## src/rtl/e_mem_loader_if.sv

```systemverilog
// e_mem_loader_if: exponent word stream plus the single-port RAM port
// that sit between the exponent loader and its surroundings.
interface e_mem_loader_if #(
    parameter int DATA_WIDTH = 32,
    parameter int ADDR_WIDTH = 7
);
    logic [DATA_WIDTH-1:0] in_data;
    logic                  in_valid;
    logic                  in_ready;
    logic [ADDR_WIDTH-1:0] mem_address;
    logic [DATA_WIDTH-1:0] mem_data;
    logic                  mem_wren;
    logic [DATA_WIDTH-1:0] mem_q;

    modport master (
        input  in_data,
        input  in_valid,
        input  mem_q,
        output in_ready,
        output mem_address,
        output mem_data,
        output mem_wren
    );

    modport slave (
        output in_data,
        output in_valid,
        output mem_q,
        input  in_ready,
        input  mem_address,
        input  mem_data,
        input  mem_wren
    );
endinterface

```

## src/rtl/e_mem_loader.sv

```systemverilog
// e_mem_loader: streams an exponent into RAM, reads it back and checks
// the modular word sum before the ModExp core is allowed to use it.
module e_mem_loader #(
    parameter int DATA_WIDTH = 32,
    parameter int ADDR_WIDTH = 7,
    parameter int TOTAL_ADDR = 128,
    parameter int RD_LATENCY = 2
) (
    input  logic                  clock,
    input  logic                  reset,
    input  logic                  start,
    e_mem_loader_if.master        bus,
    output logic                  busy,
    output logic                  done,
    output logic                  error,
    output logic [DATA_WIDTH-1:0] checksum
);
    localparam int CW = ADDR_WIDTH + 1;
    localparam logic [CW-1:0] LAST = CW'(TOTAL_ADDR - 1);

    localparam logic [2:0] IDLE  = 3'd0;
    localparam logic [2:0] WRITE = 3'd1;
    localparam logic [2:0] TURN  = 3'd2;
    localparam logic [2:0] READ  = 3'd3;
    localparam logic [2:0] DRAIN = 3'd4;
    localparam logic [2:0] CHECK = 3'd5;
    localparam logic [2:0] DONE  = 3'd6;

    logic [2:0]            state;
    logic [CW-1:0]         wr_cnt;
    logic [CW-1:0]         rd_cnt;
    logic [DATA_WIDTH-1:0] rd_sum;
    logic [RD_LATENCY:0]   tag;
    logic [ADDR_WIDTH-1:0] address;
    logic [DATA_WIDTH-1:0] wdata;
    logic                  wren;
    logic                  xfer;
    logic                  launch;
    logic                  pipe_clear;

    assign bus.in_ready    = (state == WRITE);
    assign bus.mem_address = address;
    assign bus.mem_data    = wdata;
    assign bus.mem_wren    = wren;

    assign busy       = (state != IDLE) && (state != DONE);
    assign xfer       = bus.in_valid && (state == WRITE);
    assign launch     = (state == TURN) || (state == READ);
    // Empty after this edge: only the oldest tag may still be set.
    assign pipe_clear = (tag[RD_LATENCY-1:0] == '0);

    always_ff @(posedge clock) begin
        if (reset) begin
            state    <= IDLE;
            wr_cnt   <= '0;
            rd_cnt   <= '0;
            rd_sum   <= '0;
            tag      <= '0;
            address  <= '0;
            wdata    <= '0;
            wren     <= 1'b0;
            done     <= 1'b0;
            error    <= 1'b0;
            checksum <= '0;
        end else begin
            tag <= {tag[RD_LATENCY-1:0], launch};
            if (tag[RD_LATENCY])
                rd_sum <= rd_sum + bus.mem_q;
            case (state)
                IDLE, DONE: begin
                    if (start) begin
                        state    <= WRITE;
                        wr_cnt   <= '0;
                        rd_cnt   <= '0;
                        checksum <= '0;
                        rd_sum   <= '0;
                        done     <= 1'b0;
                        error    <= 1'b0;
                    end
                end
                WRITE: begin
                    if (xfer) begin
                        address  <= wr_cnt[ADDR_WIDTH-1:0];
                        wdata    <= bus.in_data;
                        wren     <= 1'b1;
                        checksum <= checksum + bus.in_data;
                        wr_cnt   <= wr_cnt + CW'(1);
                        if (wr_cnt == LAST)
                            state <= TURN;
                    end else begin
                        wren <= 1'b0;
                    end
                end
                TURN: begin
                    wren    <= 1'b0;
                    address <= '0;
                    rd_cnt  <= CW'(1);
                    state   <= (TOTAL_ADDR == 1) ? DRAIN : READ;
                end
                READ: begin
                    address <= rd_cnt[ADDR_WIDTH-1:0];
                    rd_cnt  <= rd_cnt + CW'(1);
                    if (rd_cnt == LAST)
                        state <= DRAIN;
                end
                DRAIN: begin
                    if (pipe_clear)
                        state <= CHECK;
                end
                CHECK: begin
                    error <= (rd_sum != checksum);
                    done  <= 1'b1;
                    state <= DONE;
                end
                default: state <= IDLE;
            endcase
        end
    end
endmodule
```

## src/flat_wrapper.sv

```systemverilog
// flat-port wrapper written by rule: the top's interface ports become plain ports
module e_mem_loader_flat 
#(
    parameter int DATA_WIDTH = 32,
    parameter int ADDR_WIDTH = 7,
    parameter int TOTAL_ADDR = 128,
    parameter int RD_LATENCY = 2
)
  (clock, reset, start, busy, done, error, checksum, bus_in_data, bus_in_valid, bus_mem_q, bus_in_ready, bus_mem_address, bus_mem_data, bus_mem_wren);
  e_mem_loader_if #(.DATA_WIDTH(DATA_WIDTH), .ADDR_WIDTH(ADDR_WIDTH)) bus_i ();
  input  logic clock;
  input  logic reset;
  input  logic start;
  output logic busy;
  output logic done;
  output logic error;
  output logic [DATA_WIDTH-1:0] checksum;
  input wire logic [$bits(bus_i.in_data)-1:0] bus_in_data;
  input wire logic [$bits(bus_i.in_valid)-1:0] bus_in_valid;
  input wire logic [$bits(bus_i.mem_q)-1:0] bus_mem_q;
  output wire logic [$bits(bus_i.in_ready)-1:0] bus_in_ready;
  output wire logic [$bits(bus_i.mem_address)-1:0] bus_mem_address;
  output wire logic [$bits(bus_i.mem_data)-1:0] bus_mem_data;
  output wire logic [$bits(bus_i.mem_wren)-1:0] bus_mem_wren;
  assign bus_i.in_data = bus_in_data;
  assign bus_i.in_valid = bus_in_valid;
  assign bus_i.mem_q = bus_mem_q;
  assign bus_in_ready = bus_i.in_ready;
  assign bus_mem_address = bus_i.mem_address;
  assign bus_mem_data = bus_i.mem_data;
  assign bus_mem_wren = bus_i.mem_wren;
  e_mem_loader #(.DATA_WIDTH(DATA_WIDTH), .ADDR_WIDTH(ADDR_WIDTH), .TOTAL_ADDR(TOTAL_ADDR), .RD_LATENCY(RD_LATENCY)) u_core (.clock(clock), .reset(reset), .start(start), .bus(bus_i), .busy(busy), .done(done), .error(error), .checksum(checksum));
endmodule
```

## config.mk

```make
export PLATFORM = sky130hd
export DESIGN_NAME = e_mem_loader_flat
export DESIGN_NICKNAME = d
export VERILOG_FILES = /design/src/rtl/e_mem_loader_if.sv /design/src/rtl/e_mem_loader.sv /design/src/flat_wrapper.sv
export SDC_FILE = /design/constraint.sdc
export NUM_CORES = 1
export LEC_CHECK = 0
export CORE_MARGIN = 2
export CORE_UTILIZATION = 58
export DETAILED_ROUTE_END_ITERATION = 12
export MAX_ROUTING_LAYER = met4
export PLACE_DENSITY = 0.86
export SYNTH_ARGS = -nofsm -noshare
export SYNTH_HDL_FRONTEND = slang
export SYNTH_SLANG_ARGS = --single-unit
```

## constraint.sdc

```tcl
create_clock -name clock -period 6.6 [get_ports clock]
set_clock_uncertainty 0.1 [all_clocks]
set_input_delay 0.99 -clock clock [delete_from_list [all_inputs] [get_ports clock]]
set_output_delay 0.99 -clock clock [all_outputs]
set_load 0.02 [all_outputs]
```

; ---- Word level (Yosys, flattened, before mapping)
; Index checks and enable logic that the tools add are counted.
[word_totals]
register_bits = 128
output_inout_bits = 76
elab_cells = 71
[op_classes]
eq_ne = 15
mux = 23
addsub = 4
reduce_logical = 18
[op_table]
columns = operator, n
row1 = $mux W32, 5
row2 = $add A32 B32 Y32, 2
row3 = $pmux W32 S2, 1
row4 = $ne A32 B32 Y1, 1
row5 = $pmux W8 S3, 1
row6 = $pmux W7 S3, 1
row7 = $pmux W3 S6, 1
row8 = $add A8 B1 Y8 const B, 2
row9 = $eq A8 B7 Y1 const B, 2
row10 = $mux W8, 2
row11 = $pmux W8 S2, 1
row12 = $mux W3, 5
row13 = $eq A3 B3 Y1 const B, 3
row14 = $reduce_bool A3 Y1, 3
row15 = $reduce_and A2 Y1, 4
row16 = $mux W7, 1
row17 = $eq A3 B2 Y1 const B, 2
row18 = $ne A2 B1 Y1 const B, 3
row19 = $pmux W1 S2, 3
row20 = $reduce_bool A2 Y1, 3
row21 = $reduce_and A5 Y1, 1
row22 = $ne A2 B2 Y1 const B, 2
row23 = $eq A3 B1 Y1 const B, 1
row24 = $logic_not A3 Y1, 1
row25 = other kinds (7), 9

; ---- Longest topological paths before layout
[depth]
depth_word = 4
depth_mapped = 11

; ---- Worst setup path after synthesis
; OpenSTA, ideal clock, no wires.
[synth_timing]
path_type = input-to-reg
startpoint = in bus_mem_q[0]
endpoint = reg u_core.rd_sum[24]
required_ns = 6.378
path_slack_ns = 2.941
cell_stages = 11
t_arrival_ns = 3.437
n_path_buf = 0
cell_sequence = ha_1 > fa_1 > a211oi_1 > o21bai_1 > o22ai_1 > o211ai_1 > a31o_2 > a21oi_1 > o21ai_0 > nor4b_1 > a311o_1
[synth_via]
elab_chain_cells = 4
[synth_rtl]
columns = item, line
row1 = from (decl), flat_wrapper.sv:20  ; input wire logic [$bits(bus_i.mem_q)-1:0] bus_mem_q;
row2 = $add A32 B32 Y32 *, e_mem_loader.sv:68  ; rd_sum <= rd_sum + bus.mem_q;
row3 = $mux W32 *, e_mem_loader.sv:67  ; if (tag[RD_LATENCY])
row4 = $mux W32, e_mem_loader.sv:71  ; if (start) begin
row5 = $mux W32 *, e_mem_loader.sv:69  ; case (state)
row6 = to (signal assigned), e_mem_loader.sv:68
row7 = to (decl), e_mem_loader.sv:32  ; logic [DATA_WIDTH-1:0] rd_sum;
; Mark *: on every way between the ends. The rest lies on a longest branch, timed or not.
; A chain may end at the register's enable or synchronous reset.

; ---- Worst setup path after layout
; Same ends and word-level chain as after synthesis.

==> impl_results.md <==
- Via count: ~7900
- Fin crit share: 0.610
- Routed WL: around 22000 um
- WL/cell: between 15 and 20 um
- Final Power: roughly 2.4 mW
- Largest family of logic cells by synthesized area: compound AO/OA/AOI/OAI gates
- Simple-gate portion of the synthesized area: 0.188
- Worst Max-Slew Pin Slew: ~1.1 ns
- Post-synthesis xor/xnor area fraction: 0.100
- Ys Warns: 0
- Number of synthesized flops with an enable pin: 0
- Port Buf Inserts: 143
- Worst-path fanout max: 5
- Mux cell area share after synthesis: 0.0234
- Initial antenna violation count: 0
- Placed inst area: just under 0.01 mm2
- Layout area overhead: 26.0%
- Reg clk slew, reported paths: 0.06 ns
- Worst Setup Path Type: primary input to flop
- Setup TNS Final: 0 ns
- Cts hold-fix bufs: 0
- Leakage: 4.26 nW
- Mapped Cells: between 1000 and 1500
- DRC: 0
- Violation count after the first detailed-route iteration: approximately 850
- Initial Util: 0.591
- Critical Path RT: approximately 7 ns
- Yosys top cell by area: dfxtp_1
- CTS resizes: 0
- Num CTS Buffers: 17
- Post-route cell area: between 0.01 and 0.015 mm2
- Synthesized area per cell: approximately 8 um2
- Sequential element share of the synthesized area: 0.315
- Synth Register Bits: 128
- DP HPWL: around 16000 um
- Critical path data arrival time: ~4.2 ns
- Final Critical Period: 4.03 ns
- RSZ-0062 raised after global routing: no
- GRT overflow: 0
- Crit-path max cell delay: ~0.47 ns
- Startpoint types: primary input
- Max-slew violation count: 0
- Max Clk Rate: around 250 MHz
- Longest Clk Path Bufs: 2
- Largest net degree at the start of global routing: just under 50
- Sink Count: 128
- Post-synth top area share: 0.315
- Final setup fails: 0
- Vias per cell: ~6
- Top post-synthesis cells by area: dfxtp_1 (31%), ha_1 (9.8%), nand2_1 (5.9%), a21oi_1 (5.8%), xor2_1 (5.3%)
- Mapped Area: slightly above 0.008 mm2
- CP max stage cell: fa_1
- TritonRoute pass-1 iters: 5
- Vias in the first global route: between 7000 and 8000
- Die width: 122 um
- Largest delay share family, worst path: compound AO/OA/AOI/OAI gates
- Clk Latency, worst-skew pair: about 0.42 ns
- Die area: roughly 0.015 mm2
- First-pass GRT wire length: ~36000 um
- Setup Buffers After CTS: 0
- CTS tree: yes
- Global Route Usage Sum: 0.314
- Clock Root Buffer: clkbuf_16
- Critical Path Sink Type: flop
- # IOs: 144
- Syn Nets: 1145
- Critical Path, Cell by Cell: clkdlybuf4s50_1 -> ha_1 -> fa_1 -> a211oi_1 -> o21bai_1 -> o22ai_1 -> o211ai_1 -> a31o_2 -> a21oi_1 -> o21ai_0 -> nor4b_1 -> a311o_1
- Combinational Power Share: 0.204
- Filler Cell Count: roughly 1000
- Pwr Density: between 200 and 250 mW/mm2
- Fraction of the mapped netlist area in adder cells: 0.103
- Worst-case vdd ir drop: roughly 160 uV
- NumNets Final: approximately 1300
- Antenna-violating nets left: 0
- Max H-tree Level: 4
- Layout cells sized above 1: 0.0429
- Yosys cell types: 65
- Net Sw Power: about 0.7 mW
- GPL Wtd Cong: around 0.96
- Internal: roughly 1.7 mW
- Endpoints failing hold: 0
- Buf+Inv Stages, Crit Path: 1
- Rel. slew slack: 0.260
- Rows: 43
- Synth async-reset ratio: 0
- Clock share of power: 0.436
- Chip height: ~120 um
- Sw Share: 0.289
- Diodes inserted: 0
- Outcome: complete, no violations
- HP Class: flop to flop
- Core area: around 0.014 mm2
- Ys flop type: dfxtp_1
- Reg power frac: 0.360
- Synth Area in Compound Gates: 0.234
- Maxcap violations: 0
layout make-up:
| class | instances | area, um2 | share of cell area |
|---|---|---|---|
| well taps | 180 | 225 | 0.0219 |
| clock buffers | 18 | 439 | 0.0428 |
| inverters | 22 | 82.6 | 0.00805 |
| multi-input cells | 814 | 5290 | 0.516 |
| repair buffers | 146 | 1450 | 0.141 |
| clock inverters | 14 | 213 | 0.0207 |
| flip-flops and latches | 128 | 2560 | 0.250 |
per-stage QoR:
step | hold slack, ns | worst slack (ns) | utilization | std cells
5_1_grt | 0.368 | 2.33 | 0.745 | 1322
6_report | 0.352 | 2.57 | 0.745 | 1322
3_3_place_gp | 0.340 | 2.24 | 0.698 | 1290
2_1_floorplan | 0.339 | 2.94 | - | 1011
4_1_cts | 0.353 | 2.58 | 0.745 | 1322
3_5_place_dp | 0.346 | 2.16 | 0.698 | 1290
power by group through the flow:
stage                     clock network (mW)  logic, mW  registers [mW]
final                                   1.05      0.488           0.862
after detailed placement                   0      0.481           0.876
after floorplan                            0      0.283           0.891
after global routing                    1.09      0.535           0.867
after CTS                               1.05      0.487           0.860
after global placement                     0      0.477           0.875
state kept, by name, summed over array words and instances (netlist names):
signal,count
u_core.bus.mem_data,32
u_core.checksum,32
u_core.rd_sum,32
u_core.rd_cnt,8
u_core.wr_cnt,8
u_core.bus.mem_address,7
u_core.state,3
u_core.tag,3
u_core.bus.mem_wren,1
u_core.done,1
u_core.error,1
worst reg2reg max path, cell delays in order, from the launching register on:
cell	delay, ns
dfxtp_1	0.35
ha_1	0.25
fa_1	0.47
a211oi_1	0.30
o21bai_1	0.14
o22ai_1	0.38
o211ai_1	0.21
a31o_2	0.27
a21oi_1	0.21
o21ai_0	0.12
nor4b_1	0.15
a311o_1	0.34
kinds of logic (layout without fill, tap and decap cells):
kind of cell,count (synthesis),in the layout
buf+inv,69,200
flops,128,128
fa+ha+maj,66,66
compound gates,298,298
xor+xnor,93,93
simple gates,338,338
mux,19,19
metal layers:
layer | vias to the layer above | global-route usage | part of all wire
li1 | 3879 | - | -
met1 | 3649 | 0.418 | 0.46
met2 | 307 | 0.487 | 0.45
met3 | 35 | 0.0562 | 0.065
met4 | 0 | 0.0977 | 0.020
met5 | - | - | 0
Yosys cell counts (all sizes together), types with 4 or more instances:
library cell    n
a211oi         20
a21o           33
a21oi          94
a22oi          17
a311oi          6
a31o            4
a31oi          10
and3           11
buf            10
clkbuf         36
dfxtp         128
ha             64
inv            22
mux2i          19
nand2         129
nand2b          8
nand3          22
nand4          21
nor2          102
nor2b          10
nor3            7
nor4            6
o211ai          9
o21a            5
o21ai          59
o21bai         13
o31ai           4
or3             5
or4             5
xnor2          44
xor2           49
final timing paths:
| path | start | to | slack (ns) | cells after the start |
|---|---|---|---|---|
| hold / removal | u_core.bus.mem_data[24] | u_core.bus.mem_data[24] | 0.35 | 2 |
| hold reg to reg | u_core.bus.mem_data[24] | u_core.bus.mem_data[24] | 0.35 | 2 |
| setup reg to reg | u_core.rd_sum[0] | u_core.rd_sum[24] | 3.20 | 11 |
| setup / recovery | bus_mem_q[0] | u_core.rd_sum[24] | 2.57 | 12 |
cell usage in the layout (no fill, tap or decap), drive strengths merged, types with 5 or more instances in the layout:
cell type	n
o21a	5
nand3	22
clkinv	7
o21ai	59
mux2i	19
o21bai	13
a211oi	20
nand2	129
or4	5
nor3	7
a311oi	6
xnor2	44
nand2b	8
and3	11
a21o	33
ha	64
nor4	6
a31oi	10
clkbuf	18
nor2b	10
o211ai	9
nand4	21
a21oi	94
bufinv	5
a22oi	17
dfxtp	128
or3	5
xor2	49
inv	23
clkdlybuf4s50	142
nor2	102
Power figures use the tool's default switching activity.
==> variant 1, RTL diff (config.mk and constraints unchanged) <==
`ADDR_WIDTH` is set to 7 in 3 places; all go to 6.
--- a/src/rtl/e_mem_loader_if.sv
+++ b/src/rtl/e_mem_loader_if.sv
@@ -4,3 +4,3 @@
     parameter int DATA_WIDTH = 32,
-    parameter int ADDR_WIDTH = 7
+    parameter int ADDR_WIDTH = 6
 );
--- a/src/rtl/e_mem_loader.sv
+++ b/src/rtl/e_mem_loader.sv
@@ -4,3 +4,3 @@
     parameter int DATA_WIDTH = 32,
-    parameter int ADDR_WIDTH = 7,
+    parameter int ADDR_WIDTH = 6,
     parameter int TOTAL_ADDR = 128,
--- a/src/flat_wrapper.sv
+++ b/src/flat_wrapper.sv
@@ -4,3 +4,3 @@
     parameter int DATA_WIDTH = 32,
-    parameter int ADDR_WIDTH = 7,
+    parameter int ADDR_WIDTH = 6,
     parameter int TOTAL_ADDR = 128,
Interface: changed (resized bus_mem_address); port bits go from 144 to 143. The function was not compared with the original's and may differ.
==> variant 1 against the original RTL <==
- wire length is 6.9% higher
- setup slack better by 210 ps
- final area rose by 2.2%
- power shrank 1.1%
- global-route usage hardly changed
- sequential cell count is 3 lower
- synthesized area up 3.2%
==> variant 1: results (changes against the original RTL) <==
* Storage cell area at 2500 sq um (-2.3%)
* CP max stage cell: dfxtp_1
* Avg Inst Size Synth at 8.09 sq um (+0.45%)
* Multi-input combinational cell area at 5620 sq um (+6.1%)
* Sequential share of the synthesized area at 0.298 (-0.0170)
* Worst-path clk slew at 60 ps (about the same)
* Dpl cell area at 9880 sq um (+2.8%)
* Met2 Use GR at 0.482 (-0.00564)
* Met3 Track Usage GR at 0.0520 (-0.00425)
* Buffers on Ports at 142 (-0.70%)
* WL met1 at 10.8 mm (+4.1%)
* Yosys cell types at 84 (+29%)
* Synth top area cells: dfxtp_1, ha_1, nand2_1
* Worst path max stage delay at 780 ps (+310 ps)
* Finished Layout Cells at 1352 (+2.3%)
* Share of layout cells above drive strength 1 at 0.0631 (+0.0202)
* WL/cell at 17.8 um (+4.5%)
* Inverter count at 17 (-23%)
* Metal2 WL at 10.9 mm (+7.2%)
* First-pass GRT wire length at 38.7 mm (+7.5%)
* Starting DRT DRC Count at 742 (-13%)
* RD Place Congestion at 0.977 (+2.2%)
* Pwr/cell area at 226 nW/um^2 (-3.2%)
* Mapped Nets at 1173 (+2.4%)
* Routed wl met3 at 1.56 mm (+7.5%)
* Pin count of the biggest net entering global routing at 47 (-4.1%)
* Dpl ws at 2520 ps (+356 ps)
* Status: finished clean
* Via count of the first global-routing pass at 7682 (+5.3%)
* Multi-In Gates at 849 (+4.3%)
* Clock buf/inv share at 0.0583 (-0.00518)
* Detail Placement HPWL at 17.7 mm (+9.6%)
* Largest vdd supply drop at 249 uV (+58%)
* Top delay family on crit path: buffers and inverters
* CP max FO at 23 (+18)
* M1 GR Usage at 0.417 (-0.000893)
* Static Leakage at 4.25 nW (-0.33%)
* Max-slew headroom at 0.498 (+0.239)
* Buffers excl. clock at 149 (+2.1%)
-- variant 1: worst paths after layout --
path | end | startpoint | cells after the start | slack (ps)
max reg2reg | u_core.rd_sum[30] | u_core.rd_sum[0] | 10 | 3620
min | u_core.bus.mem_data[25] | u_core.bus.mem_data[25] | 2 | 350
max | bus_in_ready | u_core.state[0] | 4 | 2780
min reg2reg | u_core.bus.mem_data[25] | u_core.bus.mem_data[25] | 2 | 350
-- variant 1: cells by family after synthesis --
logic type / count (synthesis) / share of synthesized area
AO/OA/AOI/OAI: 301 / 0.241
AND/OR/NAND/NOR: 374 / 0.211
XOR/XNOR: 85 / 0.0886
adder cells (fa/ha/maj): 66 / 0.100
multiplexers: 23 / 0.0274
buffers and inverters: 65 / 0.0341
flip-flops: 125 / 0.298
-- variant 1: report_power, final --
part | switching [mW] | internal (mW)
combinational | 0.317 | 0.238
sequential | 0.0513 | 0.795
clock | 0.367 | 0.601
total | 0.735 | 1.63
==> variant 2, RTL diff (same flow settings) <==
Without the edit above. One comparison of `wr_cnt` changes from == to >=.
--- a/src/rtl/e_mem_loader.sv
+++ b/src/rtl/e_mem_loader.sv
@@ -87,3 +87,3 @@
                         wr_cnt   <= wr_cnt + CW'(1);
-                        if (wr_cnt == LAST)
+                        if (wr_cnt >= LAST)
                             state <= TURN;
Formal check against the unedited RTL: no difference found for any inputs over 4 cycles, from zero or initial values and one cycle with reset high; that may be too few to reach the edited logic, so the function may still have changed.
==> variant 2 against the original RTL <==
- power grew 9.4%
- setup slack improved by 190 ps
- sequential share of layout area decreased by 0.16 points
- register-to-register slack better by 140 ps
- core utilization is 0.53 points higher
- combinational power rose by 37%
- synthesized area hardly changed
- critical path depth did not move
- fmax is 5.0% higher
- final area increased by 0.71%
- wire length increased by 7.2%
- sequential cell count unchanged
- largest cell class unchanged
==> variant 2: results (changes against the original RTL) <==
* Reg2Reg Depth at 10 (-1)
* Reg2reg end: u_core.checksum[31]
* Status: finished clean
* Worst-margin pin slew at 1050 ps (-54.5 ps)
* Pin count of the biggest net entering global routing at 51 (+4.1%)
* Vias at 8196 (+4.1%)
* Worst hold endpoint: u_core.bus.mem_data[10]
* Post-synth EDFFs at 0 (unchanged)
* Critical Path AT at 4060 ps (-180 ps)
* XOR/XNOR share of the synthesized area at 0.0915 (-0.00852)
* RD Place Congestion at 0.980 (+2.4%)
* Largest vdd supply drop at 220 uV (+39%)
* Mux cell area share after synthesis at 0.0295 (+0.00617)
* Dpl ws at 2410 ps (+247 ps)
* Dpl cell area at 9670 sq um (+0.57%)
* Hold-critical path depth at 2 (unchanged)
* Starting density of the core at 0.591 (about the same)
* Static Leakage at 4.36 nW (+2.2%)
* Post-CTS resize count at 0 (unchanged)
* # H-tree levels at 4 (unchanged)
* CP max stage cell: or4b_1
* Post-CTS setup buffer count at 0 (unchanged)
* Min Hold Slack at 351 ps (-0.664 ps)
* TritonRoute pass-1 iters at 7 (+2)
* CP max FO at 4 (-1)
* Buffers on Ports at 143 (unchanged)
* CTS Buf Count at 17 (unchanged)
* Sequential share of the synthesized area at 0.315 (about the same)
* Detail Placement HPWL at 17.3 mm (+6.8%)
* FF-to-FF setup slack at 3340 ps (+140 ps)
* Hold path start: u_core.bus.mem_data[10]
* Placed Cells incl. Taps at 1298 (+0.62%)
* Starting DRT DRC Count at 746 (-12%)
* CTS max path bufs at 2 (unchanged)
* Compound-Gate Fraction of Synth Area at 0.231 (-0.00286)
* Synth async-reset ratio at 0 (unchanged)
* Via count of the first global-routing pass at 7636 (+4.6%)
* Final Slew Violations at 0 (unchanged)
* Mapped Nets at 1147 (+0.17%)
* Routed wire length at 24.1 mm (+7.2%)
* Avg Inst Size Synth at 8.03 sq um (-0.29%)
* First-pass GRT wire length at 37.9 mm (+5.2%)
* # diodes at 0 (unchanged)
* Share of layout cells above drive strength 1 at 0.0391 (-0.00378)
* CTS root buf: clkbuf_16
* WL/cell at 18.1 um (+6.6%)
* Post-synthesis adder-cell area fraction at 0.103 (about the same)
* Commonest cells post-synth: nand2_1, dfxtp_1, a21oi_1
* Worst path max stage delay at 520 ps (+50 ps)
* Reg2Reg Launch Point: u_core.checksum[1]
* Yosys cell types at 62 (-4.6%)
* Warnings, synthesis at 0 (unchanged)
* Synth top area cells: dfxtp_1, ha_1, a21oi_1
* GRT Overall Usage at 0.330 (+0.0161)
variant 2: cell count changes after synthesis, moves of 5 or more:
cell      delta
nand3_1      +5
nand2_1     +12
xnor2_1      -5
a21oi_1     +12
mux2i_1      +5
inv_1        -7
o21ai_0     -41
o21ai_1     +26
a21boi_1     +5
a211oi_1    -11
a21o_1       +7
nor2_1      -10
o21bai_1     -7
clkbuf_1     +6
variant 2: layout make-up:
cell class / instances / area (sq um)
Clock buffer: 24 / 522
Clock inverter: 8 / 148
Fill cell: 1052 / 3440
Inverter: 16 / 60.1
Multi-Input combinational cell: 826 / 5350
Sequential cell: 128 / 2560
Tap cell: 180 / 225
Timing Repair Buffer: 148 / 1460
variant 2: kinds of logic after synthesis:
logic type / Yosys count
buf+inv: 59
simple gates: 359
flops: 128
mux: 24
compound gates: 292
fa+ha+maj: 66
xor+xnor: 85
variant 2: per-layer routing:
layer	vias to the layer above	routed length, um	track usage
met1	3844	10300	0.419
li1	3910	-	-
met5	-	0	-
met3	62	1950	0.0697
met2	380	11100	0.516
met4	0	720	0.128
variant 2: worst max path at each step:
stage | startpoint | to | slack, ps
2_1_floorplan | bus_in_data[0] | u_core.checksum[20] | 3120
3_3_place_gp | bus_in_data[0] | u_core.checksum[20] | 2480
3_5_place_dp | bus_mem_q[0] | u_core.rd_sum[28] | 2410
4_1_cts | bus_mem_q[0] | u_core.rd_sum[28] | 2810
5_1_grt | bus_mem_q[0] | u_core.rd_sum[28] | 2590
6_report | bus_mem_q[0] | u_core.rd_sum[28] | 2760
variant 2: power by group:
part	internal, mW	switching, mW
Clock	0.702	0.353
Sequential	0.827	0.0705
Combinational	0.278	0.389
